**src/rtl/shift_seq.sv**
```systemverilog
// Iterative barrel-free shifter: LSL/LSR/ASR/ROR by 0..31, at most STEP bits per cycle.
// Latency: done pulses 1 + ceil(shamt/STEP) cycles after accept (1 cycle for bypass or shamt=0).
// Handshake: ready only in IDLE; start outside IDLE is ignored and never queued.
module shift_seq #(
  parameter int WIDTH = 32,
  parameter int STEP  = 4
) (
  input  logic             clk,
  input  logic             reset,
  input  logic             start,
  output logic             ready,
  input  logic             bypass,
  input  logic [1:0]       sh,
  input  logic [4:0]       shamt,
  input  logic [WIDTH-1:0] din,
  output logic             busy,
  output logic             done,
  output logic [WIDTH-1:0] result
);

  typedef enum logic [1:0] {
    IDLE  = 2'd0,
    SHIFT = 2'd1,
    DONE  = 2'd2
  } state_t;

  localparam logic [4:0] STEP5 = 5'(STEP);

  state_t             state;
  state_t             state_nxt;
  logic [WIDTH-1:0]   acc;
  logic [WIDTH-1:0]   acc_step;
  logic [2*WIDTH-1:0] rot;
  logic [4:0]         rem;
  logic [4:0]         rem_nxt;
  logic [4:0]         n;
  logic [1:0]         op;
  logic               skip;

  // A request that needs no shifting goes straight to DONE with din as the result.
  assign skip = bypass || (shamt == 5'd0);

  // One iteration: shift acc by n = min(rem, STEP) using the captured shift type.
  always_comb begin
    n        = (rem < STEP5) ? rem : STEP5;
    rem_nxt  = rem - n;
    rot      = {acc, acc} >> n;
    acc_step = acc;
    case (op)
      2'b00:   acc_step = acc << n;
      2'b01:   acc_step = acc >> n;
      2'b10:   acc_step = $signed(acc) >>> n;
      default: acc_step = rot[WIDTH-1:0];
    endcase
  end

  // State register.
  always_ff @(posedge clk or posedge reset) begin
    if (reset) begin
      state <= IDLE;
    end else begin
      state <= state_nxt;
    end
  end

  // Next-state and status outputs; all status flags decode directly from state.
  always_comb begin
    state_nxt = state;
    ready     = 1'b0;
    busy      = 1'b0;
    done      = 1'b0;
    case (state)
      IDLE: begin
        ready = 1'b1;
        if (start) begin
          state_nxt = skip ? DONE : SHIFT;
        end
      end
      SHIFT: begin
        busy = 1'b1;
        if (rem_nxt == 5'd0) begin
          state_nxt = DONE;
        end
      end
      DONE: begin
        done      = 1'b1;
        state_nxt = IDLE;
      end
      default: state_nxt = IDLE;
    endcase
  end

  // Datapath: capture on accept, iterate in SHIFT, load result only on entry to DONE.
  always_ff @(posedge clk or posedge reset) begin
    if (reset) begin
      acc    <= '0;
      rem    <= '0;
      op     <= '0;
      result <= '0;
    end else begin
      case (state)
        IDLE: begin
          if (start) begin
            acc <= din;
            rem <= shamt;
            op  <= sh;
            if (skip) begin
              result <= din;
            end
          end
        end
        SHIFT: begin
          acc <= acc_step;
          rem <= rem_nxt;
          if (rem_nxt == 5'd0) begin
            result <= acc_step;
          end
        end
        default: ;
      endcase
    end
  end

endmodule

```
**config.mk**
```make
export PLATFORM = sky130hd
export DESIGN_NAME = shift_seq
export DESIGN_NICKNAME = d
export VERILOG_FILES = /design/src/rtl/shift_seq.sv
export SDC_FILE = /design/constraint.sdc
export NUM_CORES = 1
export LEC_CHECK = 0
export CAP_MARGIN = 15
export CELL_PAD_IN_SITES_DETAIL_PLACEMENT = 1
export CELL_PAD_IN_SITES_GLOBAL_PLACEMENT = 2
export CORE_UTILIZATION = 30
export DETAILED_ROUTE_END_ITERATION = 10
export PLACE_DENSITY_LB_ADDON = 0.2
export SLEW_MARGIN = 20
export SYNTH_ARGS = -nofsm -noshare
export SYNTH_HDL_FRONTEND = slang
export SYNTH_SLANG_ARGS = --single-unit
```
**constraint.sdc**
```tcl
create_clock -name clk -period 3.3 [get_ports clk]
set_input_delay 0.99 -clock clk [delete_from_list [all_inputs] [get_ports clk]]
set_output_delay 0.99 -clock clk [all_outputs]
set_load 0.005 [all_outputs]
```
==> flow_summary.json <==
{
  "synth.lib_cells_used.distinct": 73,
  "fillCellCount": 2343,
  "cp.arrival_ps": 1920,
  "timing.final.max_slew_violations": 0,
  "syn_nets": 815,
  "cts_tree": "done",
  "syn_inst": 771,
  "clock-skew-final_ps": 13.3,
  "core-area_mm2": 0.0195,
  "drt_first_pass_iters": 5,
  "worst-endpoint-required_ps": 2310,
  "worstSetupEndpointType": "primary output",
  "cts_root_buf": "clkbuf_16",
  "cts.clk_slew.worst_paths_ps": 60,
  "leakagePower_nw": 2.87,
  "worstHoldPathType": "flip-flop to flip-flop",
  "nets": 859,
  "number_of_global_route_vias_before_repair": 6769,
  "synth_edf_count": 0,
  "critical_path.max_fanout": 13,
  "cp_num_buf_inv": 2,
  "worstRegToRegCells": 8,
  "die_height_um": 144,
  "clockBufferDepth": 2,
  "vdd_ir_drop_max_uv": 391,
  "cts-htree-levels": 3,
  "dieWidth_um": 144,
  "proportion_of_synthesized_flip_flops_having_asynchronous_set_or_reset_pct": 100,
  "grt_max_degree": 74,
  "die-area_mm2": 0.0206,
  "cp_top_family": "buffers and inverters",
  "drc_viols": 0,
  "instance_area_after_placement_mm2": 0.00705,
  "share_of_the_synthesized_area_in_the_top_cell_type_pct": 30.4,
  "grt_first_pass_wirelength_um": 41900,
  "layout.cell_area.non_filler_mm2": 0.00736,
  "layout-area-overhead-vs-synth_pct": 22.6,
  "area_taken_by_flip_flops_and_latches_mm2": 0.00183,
  "powerDensity_mw_per_mm2": 1220,
  "finalWorstPathRequiredPeriod_ps": 2910,
  "boundaryPins": 78,
  "outcome": "completed",
  "setup_repair_after_global_routing_missed_its_margin": "no",
  "synth.most_common_cell": "nand2_1",
  "num_vias": 6548,
  "worst_hold_path_stage_count": 2,
  "cts-hold-fix-buffers": 0,
  "crit_path_max_incr_delay_ps": 680,
  "ant_nets": 0,
  "routed_wl_um": 26900,
  "fraction_of_final_layout_cells_with_drive_strength_greater_than_1_pct": 12.4,
  "maxClockFrequency_mhz": 344,
  "initialDrtViolationCount": 636,
  "timing_worst_slew_pin_value_ps": 680,
  "final_clock_period_utilization_by_the_worst_path_pct": 88.2,
  "clock_latency_late_sink_ps": 360,
  "ys_warn_count": 0,
  "gr-usage-all-layers_pct": 27.3,
  "relSlewSlack_pct": 53.5,
  "critical_path.slowest_cell": "dfrtp_1",
  "via_per_inst": 6.04,
  "dp_hpwl_um": 19100,
  "multiInputGateArea_mm2": 0.00369,
  "synth.cells.most_frequent": "121 x nand2_1, 73 x dfrtp_1, 68 x a21oi_1",
  "netlist.top_cell.by_area": "dfrtp_1",
  "place.gp.congestion": 0.880,
  "core.rowCount": 51,
  "timing.critical_path.cells": "inv_1 > nor2_1 > clkdlybuf4s50_1",
  "postSynthRegisterBits": 73,
  "drt-wirelength-per-cell_um": 24.8,
  "critical_path_cell_count": 3,
  "io_buffers": 77,
  "numCtsBuffers": 9,
  "clock-sinks": 73,
  "maxCapViolCount": 0,
  "quantity_of_gates_resized_following_cts": 0,
  "diodes": 0,
  "final_hold_violation_count": 0,
  "synth_top_cells_by_area": "dfrtp_1 30%, nand2_1 7.6%, a21oi_1 5.7%, mux2i_1 5.5%, o21ai_0 5.4%",
  "setup_violations": 0,
  "floorplan.initialDensity_pct": 30.8,
  "synthFlopType": "dfrtp_1",
  "grt_remaining_overflow": 0,
  "setup.worst_path.start_class": "flip-flop",
  "antenna_found_initial": 0,
  "critical_path_class": "flip-flop to primary output",
  "synth.cell_area_mm2": 0.00601,
  "post_cts_buffers": 0,
  "final.setup.tns_ps": 0,
  "syn_avg_cell_area_um2": 7.79,
  "fraction_of_the_yosys_area_taken_by_sequential_cells_pct": 30.4
}
## per-layer routing
layer,GRT usage (%),share of wire (%),vias to the layer above,wire length [um]
met5,0,0,-,0
met4,10.1,2.9,0,784
met3,4.20,6.0,56,1610
met2,43.6,47,272,12600
met1,37.0,44,3297,12000
li1,-,-,2923,-
## logic make-up after synthesis
kind of cell             after synthesis  share of synthesized area (%)
AO/OA/AOI/OAI                        287                           32.4
adder cells (fa/ha/maj)                1                          0.208
buffers and inverters                105                           8.39
flip-flops                            73                           30.4
multiplexers                          46                           8.31
other                                  1                         0.0624
AND/OR/NAND/NOR                      258                           20.2
## layout by cell type (no fill, tap or decap), drive strengths merged, types with 9 or more instances in the layout
master,count
clkdlybuf4s50,77
a2111oi,14
o22ai,13
nor2,57
nor3,15
clkbuf,11
a211oi,16
o21ai,71
a221oi,10
mux2,11
a21oi,68
nor2b,13
nand2,122
a31oi,11
o211ai,9
dfrtp,73
mux2i,33
a21o,9
nand3,9
o221ai,14
buf,51
## worst min-delay path, delay by kind of cell (launching register included)
family | cells | cell delay [ps]
AND/OR/NAND/NOR | 1 | 40
flip-flops | 1 | 340
AO/OA/AOI/OAI | 1 | 60
## sequential cells by signal, indices dropped and copies added (netlist names)
register,count
state,2
result,32
acc,32
op,2
rem,5
## power by group
group	internal, mW	switching (mW)
clock	0.630	0.440
combinational	2.31	3.40
sequential	1.37	0.820
total	4.31	4.66
## stage by stage
stage | hold slack, ps | std cells | worst slack [ps] | power, mW | util (%)
floorplan | 473 | 771 | 17.1 | 5.51 | -
global placement | 460 | 1069 | 123 | 7.70 | 36.1
detailed placement | 471 | 1069 | 41.5 | 7.86 | 36.1
CTS | 484 | 1085 | 394 | 8.96 | 37.7
global route | 515 | 1085 | 305 | 9.61 | 37.7
finish | 478 | 1085 | 391 | 8.97 | 37.7
## final timing paths
path,from,end,slack [ps]
worst max-delay path,state[1],done,390
worst min-delay path,result[15],result[15],480
worst max register to register,rem[3],result[9],470
worst min register to register,result[15],result[15],480
max in group asynchronous,reset,acc[9],1910
min in group asynchronous,reset,acc[22],1050
## final cells by class
type | count | share of cell area (%)
Tap cell | 265 | 4.50
Clock buffer | 11 | 3.43
Clock inverter | 5 | 0.832
Timing Repair Buffer | 128 | 15.8
Inverter | 10 | 0.527
Multi-Input combinational cell | 593 | 50.1
Sequential cell | 73 | 24.8
No activity file was read; power rests on OpenSTA's default activity.
